File: src/rtl/bp_update_controller_pkg.sv
// Shared types for the branch-predictor table update controller.
//   bp_state_e : controller FSM states (power-on sweep, idle, requested sweep)
//   TargetW    : width of a branch-target entry
package bp_update_controller_pkg;

    localparam int unsigned TargetW = 32;

    typedef enum logic [1:0] {
        StInitSweep = 2'd0,
        StIdle      = 2'd1,
        StSweep     = 2'd2
    } bp_state_e;

endpackage

File: src/rtl/bp_update_controller.sv
// Branch-predictor table update controller. Sits in front of the tag and target RAM
// write ports, forwarding execute-stage updates and sweeping the tag banks to zero
// (invalid) after reset or on a flush request.
// Ports:
//   clk, rst                 : clock, asynchronous active-low reset
//   flush_req                : request full table invalidation
//   flush_ack                : one-cycle pulse when a requested sweep completes
//   busy                     : sweep in progress, predictions must be ignored
//   upd_valid / upd_ready    : update handshake (ready is always 1)
//   upd_way .. upd_target    : update record (one-hot way, line address, tag, target)
//   tbl_tag_we .. tbl_target : registered write port to the tag and target RAMs
module bp_update_controller
    import bp_update_controller_pkg::*;
#(
    parameter int unsigned ENTRIES = 512,
    parameter int unsigned WAYS    = 2,
    parameter int unsigned ENTRY_W = 24
) (
    input  logic                       clk,
    input  logic                       rst,
    input  logic                       flush_req,
    output logic                       flush_ack,
    output logic                       busy,
    input  logic                       upd_valid,
    output logic                       upd_ready,
    input  logic [WAYS-1:0]            upd_way,
    input  logic [$clog2(ENTRIES)-1:0] upd_addr,
    input  logic [ENTRY_W-1:0]         upd_tag_data,
    input  logic                       upd_target_we,
    input  logic [TargetW-1:0]         upd_target,
    output logic [WAYS-1:0]            tbl_tag_we,
    output logic [WAYS-1:0]            tbl_target_we,
    output logic [$clog2(ENTRIES)-1:0] tbl_addr,
    output logic [ENTRY_W-1:0]         tbl_tag_data,
    output logic [TargetW-1:0]         tbl_target
);

    localparam int unsigned AddrW = $clog2(ENTRIES);

    typedef struct packed {
        logic [WAYS-1:0]    way;
        logic [AddrW-1:0]   addr;
        logic [ENTRY_W-1:0] tag_data;
        logic               target_we;
        logic [TargetW-1:0] target;
    } bp_update_t;

    bp_update_t upd;
    assign upd = '{way: upd_way, addr: upd_addr, tag_data: upd_tag_data,
                   target_we: upd_target_we, target: upd_target};

    // Updates are never back-pressured; during a sweep they are simply dropped.
    assign upd_ready = 1'b1;

    bp_state_e          state_q, state_d;
    logic [AddrW-1:0]   cnt_q, cnt_d;     // next sweep address to write
    logic               last_q, last_d;   // final sweep write has been issued
    logic               busy_q, busy_d;
    logic               ack_q, ack_d;
    logic [WAYS-1:0]    tag_we_q, tag_we_d;
    logic [WAYS-1:0]    target_we_q, target_we_d;
    logic [AddrW-1:0]   addr_q, addr_d;
    logic [ENTRY_W-1:0] tag_data_q, tag_data_d;
    logic [TargetW-1:0] target_q, target_d;

    always_comb begin
        state_d     = state_q;
        cnt_d       = cnt_q;
        last_d      = last_q;
        busy_d      = busy_q;
        ack_d       = 1'b0;
        tag_we_d    = '0;
        target_we_d = '0;
        addr_d      = addr_q;
        tag_data_d  = tag_data_q;
        target_d    = target_q;

        unique case (state_q)
            StIdle: begin
                if (flush_req) begin
                    // Flush wins over a simultaneous update; write addr 0 on this edge.
                    state_d    = StSweep;
                    busy_d     = 1'b1;
                    tag_we_d   = '1;
                    addr_d     = '0;
                    tag_data_d = '0;
                    cnt_d      = AddrW'(1);
                    last_d     = 1'b0;
                end else if (upd_valid) begin
                    tag_we_d    = upd.way;
                    target_we_d = upd.target_we ? upd.way : '0;
                    addr_d      = upd.addr;
                    tag_data_d  = upd.tag_data;
                    target_d    = upd.target;
                end
            end
            StInitSweep, StSweep: begin
                if (flush_req) begin
                    // Restart from 0; a power-on sweep becomes a requested one.
                    state_d    = StSweep;
                    tag_we_d   = '1;
                    addr_d     = '0;
                    tag_data_d = '0;
                    cnt_d      = AddrW'(1);
                    last_d     = 1'b0;
                end else if (last_q) begin
                    state_d = StIdle;
                    busy_d  = 1'b0;
                    ack_d   = (state_q == StSweep);
                    last_d  = 1'b0;
                end else begin
                    tag_we_d   = '1;
                    addr_d     = cnt_q;
                    tag_data_d = '0;
                    // Counter wraps after the final write, but last_q stops the sweep.
                    cnt_d      = cnt_q + AddrW'(1);
                    last_d     = (cnt_q == AddrW'(ENTRIES - 1));
                end
            end
            default: begin
                state_d = StInitSweep;
                busy_d  = 1'b1;
                cnt_d   = '0;
                last_d  = 1'b0;
            end
        endcase
    end

    always_ff @(posedge clk or negedge rst) begin
        if (!rst) begin
            state_q     <= StInitSweep;
            cnt_q       <= '0;
            last_q      <= 1'b0;
            busy_q      <= 1'b1;
            ack_q       <= 1'b0;
            tag_we_q    <= '0;
            target_we_q <= '0;
            addr_q      <= '0;
            tag_data_q  <= '0;
            target_q    <= '0;
        end else begin
            state_q     <= state_d;
            cnt_q       <= cnt_d;
            last_q      <= last_d;
            busy_q      <= busy_d;
            ack_q       <= ack_d;
            tag_we_q    <= tag_we_d;
            target_we_q <= target_we_d;
            addr_q      <= addr_d;
            tag_data_q  <= tag_data_d;
            target_q    <= target_d;
        end
    end

    assign flush_ack     = ack_q;
    assign busy          = busy_q;
    assign tbl_tag_we    = tag_we_q;
    assign tbl_target_we = target_we_q;
    assign tbl_addr      = addr_q;
    assign tbl_tag_data  = tag_data_q;
    assign tbl_target    = target_q;

endmodule

File: config.mk
export PLATFORM = sky130hd
export DESIGN_NAME = bp_update_controller
export DESIGN_NICKNAME = d
export VERILOG_FILES = /design/src/rtl/bp_update_controller_pkg.sv /design/src/rtl/bp_update_controller.sv
export SDC_FILE = /design/constraint.sdc
export NUM_CORES = 1
export LEC_CHECK = 0
export ABC_AREA = 1
export BUFFER_PORTS_ARGS = -buffer_cell sky130_fd_sc_hd__buf_4
export CAP_MARGIN = 20
export CORE_UTILIZATION = 44
export CTS_CLUSTER_DIAMETER = 120
export DETAILED_ROUTE_END_ITERATION = 10
export HOLD_SLACK_MARGIN = 0.02
export PLACE_DENSITY = 0.74
export SYNTH_ARGS = -nofsm -noshare
export SYNTH_HDL_FRONTEND = slang
export SYNTH_SLANG_ARGS = --single-unit
File: constraint.sdc
create_clock -name clk -period 1.36 [get_ports clk]
set_input_delay 0.068 -clock clk [delete_from_list [all_inputs] [get_ports clk]]
set_output_delay 0.068 -clock clk [all_outputs]
set_load 0.01 [all_outputs]
=== Word-level counts from Yosys, hierarchy flattened ===
Index checks and enable logic that the tools add are counted.

* Add/sub/neg operators: 1
* Equal/unequal tests: 9
* Muxes and demuxes: 38
* Bitwise gates (word level): 1
* Reduce and logical (&&, ||, !) cells: 8

{| class="wikitable"
|+ Operators with widths
! kind !! count
|-
| 24-bit two-way mux || 4
|-
| 9-bit two-way mux || 7
|-
| 24-bit case mux with 2 select lines || 1
|-
| 9-bit case mux with 2 select lines || 2
|-
| 2-bit two-way mux || 11
|-
| 9-bit by 1-bit adder with 9-bit output, second input constant || 1
|-
| 9-bit == test, second input constant || 1
|-
| 1-bit two-way mux || 9
|-
| 3-bit inequality test, second input constant || 3
|-
| 3-bit AND reduction || 3
|-
| 2-bit case mux with 2 select lines || 2
|-
| 2-bit inequality test, second input constant || 3
|-
| 1-bit case mux with 2 select lines || 2
|-
| 2-bit AND reduction || 2
|-
| 2-bit by 1-bit == test with 1-bit output, second input constant || 1
|-
| 2-bit == test, second input constant || 1
|-
| 2-bit zero test || 1
|-
| 2-bit nonzero test || 1
|-
| 2-bit OR reduction || 1
|-
| 1-bit inverter || 1
|}

* Flip-flop bits (word level): 83
* Input port bits: 72
* Output and inout bits: 72
* Logic and storage cells: 67

=== Depth between registers and ports, before layout ===
* Depth in word-level cells: 4
* Mapped depth: 9
* Mapped depth without buffers: 8

=== Worst setup path before layout ===
No wires, ideal clock.

* Kind: register -> register
* Start point: register cnt_q[0]
* End point: register cnt_q[8]
* Setup time: 0.126 ns
* Arrival time: 1.213 ns
* Data required time: 1.234 ns
* Slack: 0.021 ns
* Cell stages (with the launch flop): 7
* Path buffers: 0
* Period minus slack after synthesis: 1.339 ns
* Cell sequence: dfrtp_1 > ha_1 > nand3_1 > nor4_1 > ha_1 > nand3_1 > o21ai_0

* Cells in the longest elaborated chain, start to end: 4

{| class="wikitable"
|+ RTL lines
! what !! line !! text
|-
| start: declaration || bp_update_controller.sv:56 || <nowiki>logic [AddrW-1:0] cnt_q, cnt_d;</nowiki>
|-
| start signal: assignment || bp_update_controller.sv:143 || <nowiki>cnt_q <= cnt_d;</nowiki>
|-
| 9-bit by 1-bit adder with 9-bit output || bp_update_controller.sv:116 || <nowiki>cnt_d = cnt_q + AddrW'(1);</nowiki>
|-
| 9-bit two-way mux || bp_update_controller.sv:106 || <nowiki>end else if (last_q) begin</nowiki>
|-
| 9-bit two-way mux || bp_update_controller.sv:98 || <nowiki>if (flush_req) begin</nowiki>
|-
| 9-bit case mux with 2 select lines || bp_update_controller.sv:78 || <nowiki>unique case (state_q)</nowiki>
|}

No other way between the ends. The select of a mux whose other input is x is not followed.
A chain may end at the register's enable or synchronous reset.

=== Final worst setup path ===
* Start point: register last_q
* End point: register tag_data_q[2] (netlist: tbl_tag_data[2])

* Cells in the longest elaborated chain, start to end: 2

{| class="wikitable"
|+ RTL lines
! what !! line !! text
|-
| start: declaration || bp_update_controller.sv:57 || <nowiki>logic last_q, last_d;</nowiki>
|-
| start signal: assignment || bp_update_controller.sv:144 || <nowiki>last_q <= last_d;</nowiki>
|-
| 3-bit inequality test (no line) || -- ||
|-
| 3-bit AND reduction (no line) || -- ||
|-
| end signal: assignment || bp_update_controller.sv:150 || <nowiki>tag_data_q <= tag_data_d;</nowiki>
|-
| end: declaration || bp_update_controller.sv:63 || <nowiki>logic [ENTRY_W-1:0] tag_data_q, tag_data_d;</nowiki>
|}

No other way between the ends.

==> report_table.html <==
<table>
<tr><th>Metric</th><th>Value</th></tr>
<tr><th colspan="2">Drt</th></tr>
<tr><td>Drc violations</td><td>0</td></tr>
<tr><td>Wire length the detailed router placed on met1</td><td>4.42 mm</td></tr>
<tr><td>Highest signal layer in the routed design</td><td>met4</td></tr>
<tr><td>Final ANT Viol Nets</td><td>0</td></tr>
<tr><td>Total wire length after detailed routing</td><td>11.2 mm</td></tr>
<tr><td>Drt initial violations</td><td>146</td></tr>
<tr><td>Routed WL per cell</td><td>14.8 um</td></tr>
<tr><td>Metal2 WL</td><td>5.78 mm</td></tr>
<tr><td>Number of vias in the routed layout</td><td>3,784</td></tr>
<tr><td>Met3 routed WL</td><td>569 um</td></tr>
<tr><td>Vias/cell</td><td>5.01</td></tr>
<tr><td>Number of detailed-routing iterations run before antenna repair</td><td>4</td></tr>
<tr><th colspan="2">Clocking</th></tr>
<tr><td>Clock insertion delay at the later pin of the skew report</td><td>350 ps</td></tr>
<tr><td>Master cell of the clock root buffer</td><td>clkbuf_8</td></tr>
<tr><td>Clk sinks</td><td>83</td></tr>
<tr><td>Register clock-pin slew on the reported worst setup and hold paths</td><td>90 ps</td></tr>
<tr><td>Clock tree from TritonCTS</td><td>yes</td></tr>
<tr><td>Clock Path Buffers</td><td>2</td></tr>
<tr><td>H-tree levels</td><td>3</td></tr>
<tr><td>Number of buffers inserted during clock tree synthesis</td><td>9</td></tr>
<tr><th colspan="2">Pwr</th></tr>
<tr><td>PD cells</td><td>1010 nW/um2</td></tr>
<tr><td>Total design power</td><td>0.00604 W</td></tr>
<tr><td>Worst supply voltage drop on vdd</td><td>0.586 mV</td></tr>
<tr><td>Leakage power of the design</td><td>3.26 nW</td></tr>
<tr><th colspan="2">Setup path</th></tr>
<tr><td>Type of destination of the critical path</td><td>register</td></tr>
<tr><td>Critical Setup Path Class</td><td>register to register</td></tr>
<tr><td>Largest fanout on the critical path</td><td>12</td></tr>
<tr><td>Critical path data required time</td><td>1590 ps</td></tr>
<tr><td>R2R cell count</td><td>9</td></tr>
<tr><td>Arrival time at the worst endpoint</td><td>1650 ps</td></tr>
<tr><td>Critical Path Start Type</td><td>register</td></tr>
<tr><td>CP Launch Point</td><td>last_q</td></tr>
<tr><td>Worst flop-to-flop path startpoint</td><td>last_q</td></tr>
<tr><th colspan="2">Logic synthesis</th></tr>
<tr><td>Leading cell types by total area after synthesis</td><td>dfrtp_1 57%, nand2_1 18%, nand3_1 6.8%</td></tr>
<tr><td>Synth Area per Inst</td><td>8.58 um2</td></tr>
<tr><td>Number of warnings printed during yosys synthesis</td><td>0</td></tr>
<tr><td>Portion of the post-synthesis area used by sequential elements</td><td>0.578</td></tr>
<tr><td>Share of Yosys cell area claimed by the top area cell type</td><td>0.571</td></tr>
<tr><td>Syn Inst Count</td><td>419</td></tr>
<tr><td>Synthesized-area fraction occupied by adder cells</td><td>0.00696</td></tr>
<tr><td>Synthesized-area fraction occupied by ao, oa, aoi and oai cells</td><td>0.0264</td></tr>
<tr><td>Post-Synthesis Cell Area</td><td>3600 um2</td></tr>
<tr><td>Syn nets</td><td>493</td></tr>
<tr><td>Largest family of logic cells by synthesized area</td><td>simple AND/OR/NAND/NOR gates</td></tr>
<tr><td>Multiplexer area fraction after synthesis</td><td>0</td></tr>
<tr><td>Top cell types by occurrence after synthesis</td><td>173 x nand2_1, 82 x dfrtp_1, 49 x nand3_1</td></tr>
<tr><td>Basic-gate share of the synthesized area counting and, or, nand and nor cells</td><td>0.331</td></tr>
<tr><td>Share of the synthesized netlist area taken by xor and xnor gates</td><td>0</td></tr>
<tr><td>Post-synth top flop</td><td>dfrtp_1</td></tr>
<tr><td>Most common cell in the netlist</td><td>nand2_1</td></tr>
<tr><td>Synth cell types</td><td>25</td></tr>
<tr><td>Library cell occupying the most area in the post-synthesis netlist</td><td>dfrtp_1</td></tr>
<tr><td>Number of synthesized register bits</td><td>83</td></tr>
<tr><td>Number of flops mapped to enable cells by yosys</td><td>0</td></tr>
<tr><td>Async S/R FF share, synth</td><td>1.00</td></tr>
<tr><th colspan="2">Timing</th></tr>
<tr><td>Accumulated negative setup slack</td><td>-917 ps</td></tr>
<tr><td>Final period util</td><td>1.04</td></tr>
<tr><td>Final worst path period need</td><td>1420 ps</td></tr>
<tr><td>Setup repair after global routing missed its margin</td><td>true</td></tr>
<tr><td>Upper clock frequency limit</td><td>0.705 GHz</td></tr>
<tr><td>Final worst setup slack</td><td>-58.7 ps</td></tr>
<tr><td>Final Hold Vio Count</td><td>0</td></tr>
<tr><td>Number of setup violations in the final report</td><td>35</td></tr>
<tr><td>Smallest hold slack</td><td>59.2 ps</td></tr>
<tr><td>Worst-case clock skew</td><td>9.81 ps</td></tr>
<tr><td>Number of max-slew violations in the final report</td><td>0</td></tr>
<tr><th colspan="2">Finish</th></tr>
<tr><td>Final-layout fill cell count</td><td>475</td></tr>
<tr><td>Share of layout cells above drive strength 1</td><td>0.353</td></tr>
<tr><td>Area growth from synthesis to layout</td><td>66.2%</td></tr>
<tr><td>Number of non-filler instances in the completed layout</td><td>756</td></tr>
<tr><td>Number of antenna repair diodes</td><td>0</td></tr>
<tr><td>Nets</td><td>723</td></tr>
<tr><th colspan="2">Global route</th></tr>
<tr><td>Vias in the first global route</td><td>3,649</td></tr>
<tr><td>Global-route wire length before repair</td><td>16.9 mm</td></tr>
<tr><td>Gr usage total</td><td>0.254</td></tr>
<tr><td>Maximum number of pins on one net before global-route repair</td><td>33</td></tr>
<tr><td>Sum of overflow across all layers after global routing</td><td>0</td></tr>
<tr><td>Initial antenna violation count</td><td>0</td></tr>
<tr><th colspan="2">Placed design</th></tr>
<tr><td>Post-placement setup slack</td><td>-59.8 ps</td></tr>
<tr><td>Dpl cells</td><td>669</td></tr>
<tr><td>Routability congestion estimate</td><td>0.853</td></tr>
<tr><td>HPWL after detailed placement</td><td>6.75 mm</td></tr>
<tr><td>IO Port Bufs</td><td>142</td></tr>
<tr><th colspan="2">Hold path</th></tr>
<tr><td>Hold-critical path depth</td><td>5</td></tr>
<tr><td>Launch point of the worst hold path</td><td>upd_addr[4]</td></tr>
<tr><td>Class of the tightest hold or removal check</td><td>primary input to register</td></tr>
<tr><th colspan="2">Die</th></tr>
<tr><td>Site row count</td><td>32</td></tr>
<tr><td>Die boundary width</td><td>92.4 um</td></tr>
<tr><td>Starting density of the core</td><td>0.461</td></tr>
<tr><td>Core area</td><td>7810 um2</td></tr>
<tr><td>Die height</td><td>92.4 um</td></tr>
<tr><td>Die area</td><td>8540 um2</td></tr>
<tr><td>Number of top-level design ports</td><td>144</td></tr>
<tr><th colspan="2">Status</th></tr>
<tr><td>Violations in the final reports</td><td>negative setup slack</td></tr>
<tr><td>Run status</td><td>complete, but fails checks</td></tr>
<tr><th colspan="2">Flow run</th></tr>
<tr><td>Count of maximum capacitance violations</td><td>0</td></tr>
</table>
==> stage by stage <==
| stage | util | area, um2 |
|---|---|---|
| floorplan | - | 3600 |
| global placement | 0.634 | 4950 |
| detailed placement | 0.634 | 4950 |
| CTS | 0.739 | 5770 |
| global route | 0.766 | 5980 |
| finish | 0.766 | 5980 |
==> cells by family after synthesis <==
kind of cell / after synthesis
adder cells (fa/ha/maj): 2
flip-flops: 83
AO/OA/AOI/OAI: 18
buffers and inverters: 46
other: 1
AND/OR/NAND/NOR: 269
==> per-layer routing <==
metal,GRT usage,up-vias
met1,0.302,1820
met5,0,-
met4,0.138,0
met3,0.0443,36
li1,-,1788
met2,0.436,140
==> flip-flops by register name (all words and copies together) (netlist names) <==
register and cells:
busy 1, cnt_q 9, flush_ack 1, last_q 1, state_q 2, tbl_addr 9
tbl_tag_data 24, tbl_tag_we 2, tbl_target 32, tbl_target_we 2
==> final cells by class <==
type | instances | area (um2) | area share
well taps | 102 | 128 | 0.0214
flip-flops and latches | 83 | 2080 | 0.348
clock buffers | 11 | 131 | 0.0220
inverters | 24 | 92.6 | 0.0155
clock inverters | 5 | 62.6 | 0.0105
multi-input cells | 290 | 1430 | 0.240
repair buffers | 241 | 2050 | 0.343
==> worst max-delay path, cell delays in order (launching register included) <==
cell	delay, ps
dfrtp_1	400
inv_2	100
nor2_4	50
nand2_2	100
nand2_4	80
nor2_4	200
inv_4	100
buf_12	150
nand2_1	60
nand2_1	60
==> placed cells by master (no fill, tap or decap), types with 2 or more instances in the layout <==
cell / synthesis / routed
buf_6: 0 / 5
nor2_1: 14 / 10
nand2_2: 1 / 9
nand2_1: 173 / 162
nand3_2: 1 / 4
nor2_2: 1 / 2
o21ai_0: 14 / 11
dlygate4sd3_1: 0 / 62
buf_4: 5 / 169
a31oi_1: 2 / 2
clkinvlp_4: 0 / 2
o21ai_2: 0 / 2
inv_2: 3 / 5
clkbuf_8: 0 / 9
dfrtp_1: 82 / 81
nor2_4: 1 / 4
ha_2: 0 / 2
inv_1: 21 / 18
clkbuf_1: 7 / 2
nand3_1: 49 / 45
nand2_4: 0 / 3
nand3b_1: 24 / 24
buf_12: 0 / 4
==> power breakdown <==
part	total [W]	switching (W)	internal [W]	leakage, nW
logic	0.00142	0.000664	0.000759	2.06
registers	0.00287	0.000152	0.00271	1.11
clock network	0.00175	0.000892	0.000860	0.0901
total	0.00604	0.00171	0.00433	3.26
==> final timing paths <==
check | end | slack, ps
worst max-delay path | tbl_tag_data[2] | -60
worst min register to register | busy | 470
max in group asynchronous | busy | 620
min in group asynchronous | tbl_target[14] | 170
worst min-delay path | tbl_addr[4] | 60
worst max register to register | tbl_tag_data[2] | -60
==> repair_timing <==
item                       in CTS  in global routing
hold buffers                   62                  0
setup endpoints to repair       6                 69
pin swaps                       0                 14
setup buffers                   0                  7
gates cloned                    0                  3
resized for setup               2                 43
hold endpoints to repair      141                  0
No activity file was read; power rests on OpenSTA's default activity.
